--- src/rtl/fifo_wr_arbiter.sv ---
// fifo_wr_arbiter: round-robin, burst-locked arbiter that shares one FIFO
// write port among NUM_REQ valid/ready producers.
//
// Optional build macro: ARB_STATS_EN adds per-requester accepted-beat
// counters (beat_count) and an owner-stall cycle counter (stall_cycles).
//
// Handshake: requester i transfers a word on a rising edge when
// req_valid[i] and req_ready[i] are both high at that edge. req_ready is at
// most one-hot (only the current owner) and is the inverse of fifo_full
// while that requester owns the port. The word is written into the FIFO on
// that same edge (fifo_wr_en high), so acceptance and FIFO write coincide.
// While reset is high every output is forced to its idle value so no
// transfer or write can happen on a reset edge.
//
// The FSM state is visible on gnt_valid (OWN) and gnt_id (owner index).

module fifo_wr_arbiter #(
  parameter int DATA_WIDTH = 8,
  parameter int NUM_REQ    = 4,
  parameter int MAX_BURST  = 4,
  parameter int ID_WIDTH   = 2
) (
  input  logic                         clk,
  input  logic                         reset,
  input  logic [NUM_REQ-1:0]           req_valid,
  input  logic [NUM_REQ*DATA_WIDTH-1:0] req_data,
  output logic [NUM_REQ-1:0]           req_ready,
  output logic                         fifo_wr_en,
  output logic [DATA_WIDTH-1:0]        fifo_wr_data,
  input  logic                         fifo_full,
  output logic                         gnt_valid,
  output logic [ID_WIDTH-1:0]          gnt_id
`ifdef ARB_STATS_EN
  ,
  output logic [NUM_REQ*16-1:0]        beat_count,
  output logic [15:0]                  stall_cycles
`endif
);

  typedef enum logic {
    S_IDLE = 1'b0,
    S_OWN  = 1'b1
  } state_t;

  // Burst counter is sized for the largest legal MAX_BURST (255).
  localparam int CNT_W = 8;
  localparam logic [CNT_W-1:0] LAST_BEAT = CNT_W'(MAX_BURST - 1);

  state_t              state;
  logic [ID_WIDTH-1:0] owner;
  logic [ID_WIDTH-1:0] rr_ptr;
  logic [CNT_W-1:0]    beat_cnt;

  logic                owner_valid;
  logic                xfer;
  logic                release_grant;
  logic [ID_WIDTH-1:0] next_ptr;
  logic                idle_found;
  logic [ID_WIDTH-1:0] idle_sel;
  logic                rel_found;
  logic [ID_WIDTH-1:0] rel_sel;

  // First valid requester at or after 'start', wrapping explicitly modulo
  // NUM_REQ so a non-power-of-2 NUM_REQ never yields an out-of-range index.
  // Returns {found, index}.
  function automatic logic [ID_WIDTH:0] rr_pick(
    input logic [ID_WIDTH-1:0] start,
    input logic [NUM_REQ-1:0]  v
  );
    logic                found;
    logic [ID_WIDTH-1:0] sel;
    int                  idx;
    found = 1'b0;
    sel   = '0;
    for (int k = 0; k < NUM_REQ; k++) begin
      idx = int'(start) + k;
      if (idx >= NUM_REQ) begin
        idx = idx - NUM_REQ;
      end
      if (!found && v[idx]) begin
        found = 1'b1;
        sel   = ID_WIDTH'(idx);
      end
    end
    return {found, sel};
  endfunction

  // Transfer / release decode for the current owner.
  always_comb begin
    owner_valid   = req_valid[owner];
    xfer          = (state == S_OWN) && owner_valid && !fifo_full && !reset;
    // Release after the last beat of a burst, or as soon as the owner
    // drops valid (even while the FIFO is full).
    release_grant = (state == S_OWN) &&
                    ((xfer && (beat_cnt == LAST_BEAT)) || !owner_valid);
    if (int'(owner) == NUM_REQ - 1) begin
      next_ptr = '0;
    end else begin
      next_ptr = owner + 1'b1;
    end
  end

  // Two searches: from rr_ptr when idle, from owner+1 on release so the
  // previous owner is considered last.
  always_comb begin
    {idle_found, idle_sel} = rr_pick(rr_ptr, req_valid);
    {rel_found, rel_sel}   = rr_pick(next_ptr, req_valid);
  end

  // Port-facing outputs follow the state and the live inputs.
  always_comb begin
    req_ready    = '0;
    fifo_wr_en   = 1'b0;
    fifo_wr_data = '0;
    gnt_valid    = 1'b0;
    gnt_id       = '0;
    if ((state == S_OWN) && !reset) begin
      gnt_valid        = 1'b1;
      gnt_id           = owner;
      req_ready[owner] = !fifo_full;
      fifo_wr_en       = xfer;
      fifo_wr_data     = req_data[int'(owner)*DATA_WIDTH +: DATA_WIDTH];
    end
  end

  // Arbiter FSM: IDLE picks an owner (1-cycle arbitration); OWN counts
  // beats and hands over without a bubble when another requester waits.
  always_ff @(posedge clk) begin
    if (reset) begin
      state    <= S_IDLE;
      owner    <= '0;
      rr_ptr   <= '0;
      beat_cnt <= '0;
    end else begin
      case (state)
        S_IDLE: begin
          if (idle_found) begin
            state    <= S_OWN;
            owner    <= idle_sel;
            beat_cnt <= '0;
          end
        end
        S_OWN: begin
          if (release_grant) begin
            rr_ptr <= next_ptr;
            if (rel_found) begin
              owner    <= rel_sel;
              beat_cnt <= '0;
            end else begin
              state    <= S_IDLE;
              owner    <= '0;
              beat_cnt <= '0;
            end
          end else if (xfer) begin
            beat_cnt <= beat_cnt + 1'b1;
          end
        end
        default: begin
          state    <= S_IDLE;
          owner    <= '0;
          beat_cnt <= '0;
        end
      endcase
    end
  end

`ifdef ARB_STATS_EN
  // Saturating statistics: accepted beats per requester and owner stalls.
  always_ff @(posedge clk) begin
    if (reset) begin
      beat_count   <= '0;
      stall_cycles <= '0;
    end else begin
      for (int i = 0; i < NUM_REQ; i++) begin
        if (xfer && (int'(owner) == i) &&
            (beat_count[i*16 +: 16] != 16'hFFFF)) begin
          beat_count[i*16 +: 16] <= beat_count[i*16 +: 16] + 16'd1;
        end
      end
      if ((state == S_OWN) && owner_valid && fifo_full &&
          (stall_cycles != 16'hFFFF)) begin
        stall_cycles <= stall_cycles + 16'd1;
      end
    end
  end
`endif

endmodule

--- config.mk ---
export PLATFORM = sky130hd
export DESIGN_NAME = fifo_wr_arbiter
export DESIGN_NICKNAME = d
export VERILOG_FILES = /design/src/rtl/fifo_wr_arbiter.sv
export SDC_FILE = /design/constraint.sdc
export NUM_CORES = 1
export LEC_CHECK = 0
export CELL_PAD_IN_SITES_DETAIL_PLACEMENT = 1
export CELL_PAD_IN_SITES_GLOBAL_PLACEMENT = 1
export CORE_UTILIZATION = 29
export CTS_CLUSTER_DIAMETER = 100
export DETAILED_ROUTE_END_ITERATION = 6
export GPL_ROUTABILITY_DRIVEN = 0
export PLACE_DENSITY = 0.82
export SLEW_MARGIN = 15
export SYNTH_ARGS = -nofsm -noshare
export SYNTH_HDL_FRONTEND = slang
export SYNTH_SLANG_ARGS = --single-unit
--- constraint.sdc ---
create_clock -name clk -period 3 [get_ports clk]
set_input_delay 0.45 -clock clk [delete_from_list [all_inputs] [get_ports clk]]
set_output_delay 0.45 -clock clk [all_outputs]
set_load 0.02 [all_outputs]
==> metrics.md, run 1 <==
| Metric | Value |
|---|---|
| First-pass GRT wire length | `6560 µm` |
| Mapped Area | `1180 µm²` |
| Yosys reg bits | `13` |
| CTS tree | `done` |
| R2R cell count | `5` |
| CTS buffer count | `3` |
| Yosys cell types | `39` |
| Core Box Area | `3770 µm²` |
| M2 GR Usage | `0.362` |
| Hold Crit Start | `beat_cnt[7]` |
| Final Cycle Share | `0.917` |
| Sequential area share after synthesis | `0.221` |
| R2R Setup Slk | `roughly 600 ps` |
| Worst-path clk slew | `around 50 ps` |
| Clock latency on the worst-skew pair | `240 ps` |
| Reg2reg start | `owner[0]` |
| DR WL/cell | `16.6 µm` |
| P per Cell Area | `342 nW/µm²` |
| Root buf cell | `clkbuf_8` |
| Crit start category | `flip-flop` |
| Worst-margin pin slew | `~630 ps` |
| Share of the synthesized area in the top cell type | `0.221` |
| Internal | `roughly 0.43 mW` |
| Initial antenna violation count | `0` |
| Top cells by area, synth | `dfxtp_1, mux4_2, and2_1, ha_1, mux4_1` |
| Worst path required time | `2550 ps` |
| Fin Hold WS | `roughly 540 ps` |
| Worst VDD drop | `just over 300 µV` |
| Final Net Count | `235` |
| Most used routing layer | `met2` |
| Hold_buf cts | `0` |
| Part of the power in registers | `0.341` |
| Die ar. | `4310 µm²` |
| Antenna cells | `0` |
| DR iter-0 viols | `26` |
| Area grow syn2layout | `54.8%` |
| CTS H-tree lvls | `1` |
| Power Total | `0.622 mW` |
| Combinational power share | `0.408` |
| Die width | `roughly 66 µm` |
| Total routing usage reported by global routing | `0.203` |
| Status | `completed` |
| Cells after synthesis | `about 130` |
| Hold endpoint | `beat_cnt[7]` |
| CP max FO | `11` |
| FMAX | `363 MHz` |
| Max cap viols | `0` |
| Number of synthesized flops with an enable pin | `0` |
| Clk buf depth | `2` |
| CP max-delay cell | `dfxtp_1` |
| Clock power share | `0.251` |
| RSZ-0062 raised after global routing | `no` |
| Final Slew Violations | `0` |
| Period minus WS final | `2750 ps` |
| Cts repair resizes | `0` |
| Grt ovf | `0` |
| Syn Nets | `~180` |
| Hpwl dp | `3360 µm` |
| Via count | `~1200` |
| Vias in the first global route | `~1300` |
| Hold Crit Depth | `2` |
| # IOs | `55` |
| Starting Density | `0.312` |
| # setup viols final | `0` |
| Net Switching | `0.196 mW` |
| Pre-antenna DRT Iters | `4` |
| Largest net degree at the start of global routing | `14` |
| Critical Path AT | `2300 ps` |
| M3 GR Usage | `0.0347` |
| Postcts setup bufs | `0` |
| Critical R2R Capture | `beat_cnt[6]` |
| Clock Sinks | `13` |
| ANT nets after route | `0` |
| Worst Setup End Kind | `output port` |
| Slew HR | `0.581` |
| Synth area leader | `dfxtp_1` |
| Die Ht | `65.7 µm` |
| Async SR Flop Fraction | `0` |
| Setup CP Type | `flip-flop to output port` |
| DR DRC count | `0` |
| Grt met1 use | `0.249` |
| Syn avg cell area | `8.78 µm²` |
| Switch share | `0.315` |
| Share of cells above drive strength 1 | `0.0947` |
| Post-Route WL | `3940 µm` |
| CP cell instances | `mux4_1 -> and2_1 -> clkdlybuf4s50_1` |
| Leakage | `0.674 nW` |
| Row Count | `22` |
| Setup TNS | `0 ps` |
| Main flop type after synthesis | `dfxtp_1` |
| Port buffer count | `54` |
| Worst Skew | `0.988 ps` |
| Ys Warns | `0` |
| Min-delay worst type | `flip-flop to flip-flop` |
| Vias/cell | `between 5 and 6` |
| CP max stage delay | `720 ps` |
| Fin. Hold Viols | `0` |
==> metal layers <==
metal / vias up / share of wire
met1: 588 / 0.44
met4: 0 / 0.018
met3: 6 / 0.025
met2: 23 / 0.52
li1: 598 / -
met5: - / 0
==> layout make-up <==
type,count,area (µm²)
Multi-Input combinational cell,109,862
Timing Repair Buffer,58,571
Sequential cell,13,260
Fill cell,443,1950
Tap cell,48,60.1
Clock buffer,4,45.0
Inverter,6,22.5
==> registers in the layout, indices dropped and copies added (netlist names) <==
| signal | count |
|---|---|
| state | 1 |
| beat_cnt | 8 |
| rr_ptr | 2 |
| owner | 2 |
==> how the worst max path moves through the flow <==
stage,startpoint,endpoint,slack [ps],cells past startpoint
3_3_place_gp,req_valid[1],fifo_wr_en,280,5
6_report,owner[0],fifo_wr_data[0],250,3
3_5_place_dp,req_valid[1],fifo_wr_en,270,5
4_1_cts,owner[0],fifo_wr_data[0],210,3
2_1_floorplan,owner[0],owner[1],870,9
5_1_grt,owner[0],fifo_wr_data[0],130,3
==> logic make-up (layout without fill, tap and decap cells) <==
family | count (synthesis) | in the layout | share of synthesized area
flip-flops | 13 | 13 | 0.221
XOR/XNOR | 7 | 7 | 0.0521
buffers and inverters | 12 | 68 | 0.0457
adder cells (fa/ha/maj) | 5 | 5 | 0.0532
AO/OA/AOI/OAI | 22 | 22 | 0.115
AND/OR/NAND/NOR | 63 | 63 | 0.309
multiplexers | 12 | 12 | 0.204
==> critical path, delay by kind of cell, from the launching register on <==
kind / cells / cell delay [ps]
multiplexers: 1 / 630
buffers and inverters: 1 / 530
AND/OR/NAND/NOR: 1 / 180
flip-flops: 1 / 720
==> placed cells by master, fill, tap and decap left out, drive strengths merged, types with 5 or more instances in the layout <==
master / Yosys / layout
nand2: 6 / 6
mux4: 9 / 9
a21oi: 6 / 6
nor2: 15 / 15
inv: 6 / 6
nand2b: 5 / 5
clkdlybuf4s50: 0 / 54
dfxtp: 13 / 13
ha: 5 / 5
and2: 12 / 12
o21ai: 7 / 7
==> per-stage QoR <==
stage	cells	setup slack, ps	cell area [µm²]	util
2_1_floorplan	134	873	1180	-
3_3_place_gp	234	283	1780	0.471
3_5_place_dp	234	265	1780	0.471
4_1_cts	238	210	1820	0.483
5_1_grt	238	126	1820	0.483
6_report	238	249	1820	0.483
==> synthesized netlist by cell type (4+ instances only) <==
library cell / count
nor2_1: 14
dfxtp_1: 13
and2_1: 12
mux4_2: 7
o21ai_0: 7
a21oi_1: 6
inv_1: 6
nand2_1: 6
ha_1: 5
nand2b_1: 5
clkbuf_1: 4
nand3_1: 4
xor2_1: 4
==> power by group through the flow <==
stage | sequential, mW | clock [mW] | combinational (mW)
6_report | 0.212 | 0.156 | 0.254
5_1_grt | 0.216 | 0.169 | 0.276
4_1_cts | 0.213 | 0.162 | 0.256
3_5_place_dp | 0.217 | 0 | 0.255
3_3_place_gp | 0.214 | 0 | 0.243
2_1_floorplan | 0.195 | 0 | 0.159
(Power assumes the default switching activity.)
==> inputs of run 2 (changes only) <==
CORE_MARGIN = 1.5   (was unset)
GPL_ROUTABILITY_DRIVEN = unset   (was 0)
==> metrics.md, run 2 (synthesis results as in run 1) <==
| Metric | Value |
|---|---|
| Worst-path clk slew | `about 50 ps` |
| Crit start category | `primary input` |
| Initial antenna violation count | `0` |
| Vias/cell | `between 5 and 6` |
| Area grow syn2layout | `54.1%` |
| Row Count | `22` |
| CP dominant cell by count | `clkdlybuf4s50_1` |
| CTS buffer count | `3` |
| Worst path required time | `2550 ps` |
| Fin. Hold Viols | `0` |
| Biggest regs | `beat_cnt x8, owner x2, rr_ptr x2` |
| FF/Latch Area | `260 µm²` |
| Inst Count DP | `roughly 230` |
| Grt met1 use | `0.242` |
| M2 GR Usage | `0.336` |
| Die ar. | `between 4000 and 5000 µm²` |
| CP max stage delay | `~640 ps` |
| Max cap viols | `0` |
| Starting Density | `0.312` |
| CTS H-tree lvls | `1` |
| Total routing usage reported by global routing | `0.189` |
| Slew HR | `0.622` |
| Min-delay worst type | `flip-flop to flip-flop` |
| Critical R2R Capture | `beat_cnt[6]` |
| FMAX | `364 MHz` |
| Worst Skew | `1.08 ps` |
| Final Cycle Share | `0.915` |
| Final core occ | `0.481` |
| Clk buf depth | `2` |
| Core Box Area | `between 3000 and 4000 µm²` |
| Post-Route WL | `~3800 µm` |
| RSZ-0062 raised after global routing | `no` |
| First-pass GRT wire length | `6330 µm` |
| Vias in the first global route | `roughly 1300` |
| CP max-delay cell | `clkdlybuf4s50_1` |
| Worst Setup End Kind | `output port` |
| Most common cell after layout, fill and taps aside | `clkdlybuf4s50_1` |
| DR WL/cell | `16.0 µm` |
| Cts repair resizes | `0` |
| RePlAce Congestion | `0.905` |
| Clock latency on the worst-skew pair | `240 ps` |
| Hpwl dp | `between 3000 and 4000 µm` |
| Grt ovf | `0` |
| Setup TNS | `0 ps` |
| Die Ht | `between 60 and 70 µm` |
| Hold_buf cts | `0` |
| Largest net degree at the start of global routing | `17` |
| Worst-margin pin slew | `561 ps` |
| Most used routing layer | `met2` |
| Critical Path AT | `2300 ps` |
| Die width | `66.7 µm` |
| M3 GR Usage | `0.0321` |
| Most flops, register | `beat_cnt` |
| Most frequent cells in the layout | `clkdlybuf4s50_1, nor2_1, dfxtp_1` |
| Final Cell Area | `approximately 1800 µm²` |
| Pre-antenna DRT Iters | `4` |
| Period minus WS final | `2750 ps` |
| Clock Sinks | `13` |
| CTS tree | `done` |
| Hold Crit Depth | `2` |
| CP max FO | `8` |
| # IOs | `55` |
| Setup CP Type | `primary input to output port` |
| Leakage | `0.669 nW` |
| R2R Setup Slk | `830 ps` |
| Hold Crit Start | `beat_cnt[7]` |
| CP cell instances | `clkdlybuf4s50_1 -> mux4_2 -> inv_1 -> nor3_1 -> clkdlybuf4s50_1` |
| Final Slew Violations | `0` |
| Root buf cell | `clkbuf_8` |
| Via count | `1205` |
| Hold endpoint | `beat_cnt[7]` |
| Antenna cells | `0` |
| Fill count | `451` |
| Postcts setup bufs | `0` |
| Worst VDD drop | `200 µV` |
| Port buffer count | `54` |
| Reg2reg start | `owner[0]` |
| Finished Layout Cells | `237` |
| R2R cell count | `6` |
| Final Net Count | `234` |
| # setup viols final | `0` |
| P per Cell Area | `around 340 nW/µm²` |
| Status | `completed` |
| Share of cells above drive strength 1 | `0.0899` |
| ANT nets after route | `0` |
| Placed Area | `1770 µm²` |
| DR iter-0 viols | `32` |
| DR DRC count | `0` |
| Max reg flops | `8` |
| Multi-input combinational cell area | `862 µm²` |
[run 2: power by group]
group          internal [mW]  switching (mW)  total [mW]
combinational          0.147           0.112       0.259
clock                 0.0939          0.0621       0.156
sequential             0.183          0.0188       0.201
[run 2: worst max path at each step]
stage | startpoint | end | slack [ps] | cells after the start
final | req_valid[1] | fifo_wr_en | 250 | 5
after detailed placement | req_valid[1] | fifo_wr_en | 220 | 5
after CTS | req_valid[1] | fifo_wr_en | 220 | 5
after floorplan | owner[0] | owner[1] | 870 | 9
after global routing | req_valid[1] | fifo_wr_en | 150 | 5
after global placement | req_valid[1] | fifo_wr_en | 190 | 5
[run 2: metal layers]
layer | share of wire | vias up | routed length (µm)
li1 | - | 596 | -
met1 | 0.44 | 580 | 1680
met2 | 0.52 | 24 | 1960
met3 | 0.031 | 5 | 119
met4 | 0.0079 | 0 | 30
met5 | 0 | - | 0
[run 2: worst max-delay path: cells and delay by family]
family	cells	cell delay [ps]
buf+inv	3	1320
mux	1	340
simple gates	1	190
[run 2: final cells by class]
cell class	instances	share of cell area
timing repair buffer	57	0.311
sequential	13	0.144
inverter	6	0.0124
clock buffer	4	0.0248
multi-input combinational	109	0.476
tap	48	0.0331
[run 2: metrics by stage]
step	worst slack, ps	power (mW)	hold slack (ps)
2_1_floorplan	873	0.354	480
3_3_place_gp	188	0.458	500
3_5_place_dp	224	0.465	550
4_1_cts	224	0.622	567
5_1_grt	146	0.656	585
6_report	254	0.616	566
==> inputs of run 3 (changes only) <==
CORE_UTILIZATION = 26   (was 29)
CTS_CLUSTER_SIZE = 25   (was unset)
PLACE_DENSITY = 0.78   (was 0.82)
clock period = 2.3 ns   (was 3 ns; I/O delays follow)
==> metrics.md, run 3 (synthesis results as in run 1) <==
| Metric | Value |
|---|---|
| # IOs | `55` |
| DR iter-0 viols | `33` |
| Final Slew Violations | `0` |
| Hold Crit Depth | `2` |
| Period minus WS final | `2190 ps` |
| Die width | `70.3 µm` |
| FMAX | `457 MHz` |
| Worst-margin pin slew | `between 400 and 500 ps` |
| CP max FO | `9` |
| Final Cycle Share | `0.951` |
| Slew HR | `0.725` |
| FF/Latch Area | `262 µm²` |
| Antenna cells | `0` |
| Worst path required time | `1960 ps` |
| Clock latency on the worst-skew pair | `250 ps` |
| Min-delay worst type | `flip-flop to flip-flop` |
| Total routing usage reported by global routing | `0.158` |
| Vias in the first global route | `1318` |
| Worst Skew | `4.80 ps` |
| Share of cells above drive strength 1 | `0.172` |
| Root buf cell | `clkbuf_8` |
| Setup TNS | `0 ps` |
| Clock Sinks | `13` |
| Core Box Area | `4350 µm²` |
| Die Ht | `70.3 µm` |
| RSZ-0062 raised after global routing | `no` |
| Clk buf depth | `2` |
| Biggest regs | `beat_cnt x8, owner x2, rr_ptr x2` |
| Clock power share | `0.250` |
| Vias/cell | `5.05` |
| CTS buffer count | `3` |
| # setup viols final | `0` |
| Area grow syn2layout | `66.5%` |
| RePlAce Congestion | `0.830` |
| Die ar. | `4940 µm²` |
| Largest net degree at the start of global routing | `12` |
| R2R Setup Slk | `200 ps` |
| Port buffer count | `54` |
| Hold Crit Start | `beat_cnt[7]` |
| Worst slack, placed | `-80.3 ps` |
| CTS H-tree lvls | `1` |
| R2R cell count | `6` |
| Final Net Count | `248` |
| Most frequent cells in the layout | `clkdlybuf4s50_1, buf_4, nor2_1` |
| Max reg flops | `8` |
| Starting Density | `0.270` |
| Hold endpoint | `beat_cnt[7]` |
| CTS tree | `done` |
| Initial antenna violation count | `0` |
| Hold_buf cts | `0` |
| Via count | `about 1300` |
| Max cap viols | `0` |
| ANT nets after route | `0` |
| Critical Path AT | `about 1800 ps` |
| Power Total | `0.841 mW` |
| Most flops, register | `beat_cnt` |
| Multi-input combinational cell area | `867 µm²` |
| Part of the power in registers | `0.307` |
| P per Cell Area | `between 400 and 500 nW/µm²` |
| First-pass GRT wire length | `6270 µm` |
| Grt ovf | `0` |
| Combinational power share | `0.443` |
| Crit start category | `primary input` |
| Setup CP Type | `primary input to output port` |
| Worst Setup End Kind | `output port` |
| Critical R2R Capture | `beat_cnt[6]` |
| Row Count | `24` |
| Worst VDD drop | `260 µV` |
| Most common cell after layout, fill and taps aside | `clkdlybuf4s50_1` |
| Net Switching | `0.267 mW` |
| Leakage | `0.927 nW` |
| Fin. Hold Viols | `0` |
| Worst-path clk slew | `60 ps` |
| Setup WS post-layout | `112 ps` |
| Reg2reg start | `owner[0]` |
| Pre-antenna DRT Iters | `4` |
| Fill count | `520` |
| Post-Route WL | `about 4000 µm` |
| DR DRC count | `0` |
| Hpwl dp | `3190 µm` |
| Internal | `0.574 mW` |
| Status | `completed` |
| Switch share | `0.318` |
| DR WL/cell | `between 15 and 20 µm` |
-- run 3: cell types whose count changed in the layout (fill, tap and decap cells not counted), sizes merged --
cell | before | now
dlygate4sd2 | 0 | 6
clkdlybuf4s50 | 54 | 39
clkbuf | 4 | 3
buf | 3 | 17
clkinv | 0 | 1
dlymetal6s2s | 0 | 9
-- run 3: area by class of cell --
class                           instances  share of cell area
Clock inverter                          1             0.00256
Sequential cell                        13               0.134
Inverter                                6              0.0115
Clock buffer                            3              0.0211
Multi-Input combinational cell        109               0.443
Timing Repair Buffer                   71               0.355
Tap cell                               52              0.0332
-- run 3: how the worst max path moves through the flow --
stage | end | cells after the start | from | slack (ps)
detailed placement | fifo_wr_data[2] | 6 | reset | -80
floorplan | owner[1] | 9 | owner[0] | 170
finish | gnt_valid | 5 | reset | 110
global route | beat_cnt[3] | 7 | owner[0] | 20
CTS | fifo_wr_data[4] | 4 | owner[0] | 0.9
global placement | fifo_wr_en | 5 | req_valid[0] | -50
-- run 3: stage by stage --
stage               cell area [µm²]  cells  utilization  hold WS [ps]
global placement               1890    251        0.434           508
detailed placement             1890    251        0.434           517
finish                         1960    255        0.450           528
floorplan                      1180    134            -           417
global route                   1960    255        0.450           593
CTS                            1940    255        0.445           532
-- run 3: what timing repair did --
| action | in CTS | in global routing |
|---|---|---|
| setup buffers | 0 | 0 |
| gates resized for setup | 9 | 9 |
| setup endpoints to repair | 13 | 9 |
-- run 3: worst max-delay path, stage by stage --
cell             delay (ps)
clkdlybuf4s50_1         500
inv_1                   120
nand2_1                 110
inv_2                   150
clkdlybuf4s50_1         620
-- run 3: power by group through the flow --
| stage | Combinational, mW | Clock, mW | Sequential, mW |
|---|---|---|---|
| after floorplan | 0.208 | 0 | 0.254 |
| after global placement | 0.372 | 0 | 0.262 |
| after detailed placement | 0.380 | 0 | 0.263 |
| after CTS | 0.377 | 0.213 | 0.258 |
| after global routing | 0.404 | 0.228 | 0.261 |
| final | 0.372 | 0.210 | 0.258 |
-- run 3: routing by layer --
layer	wire length, µm	vias to the layer above	global-route usage
li1	-	622	-
met1	1700	608	0.190
met2	1960	55	0.290
met3	231	2	0.0390
met4	14	0	0.0192
met5	0	-	0
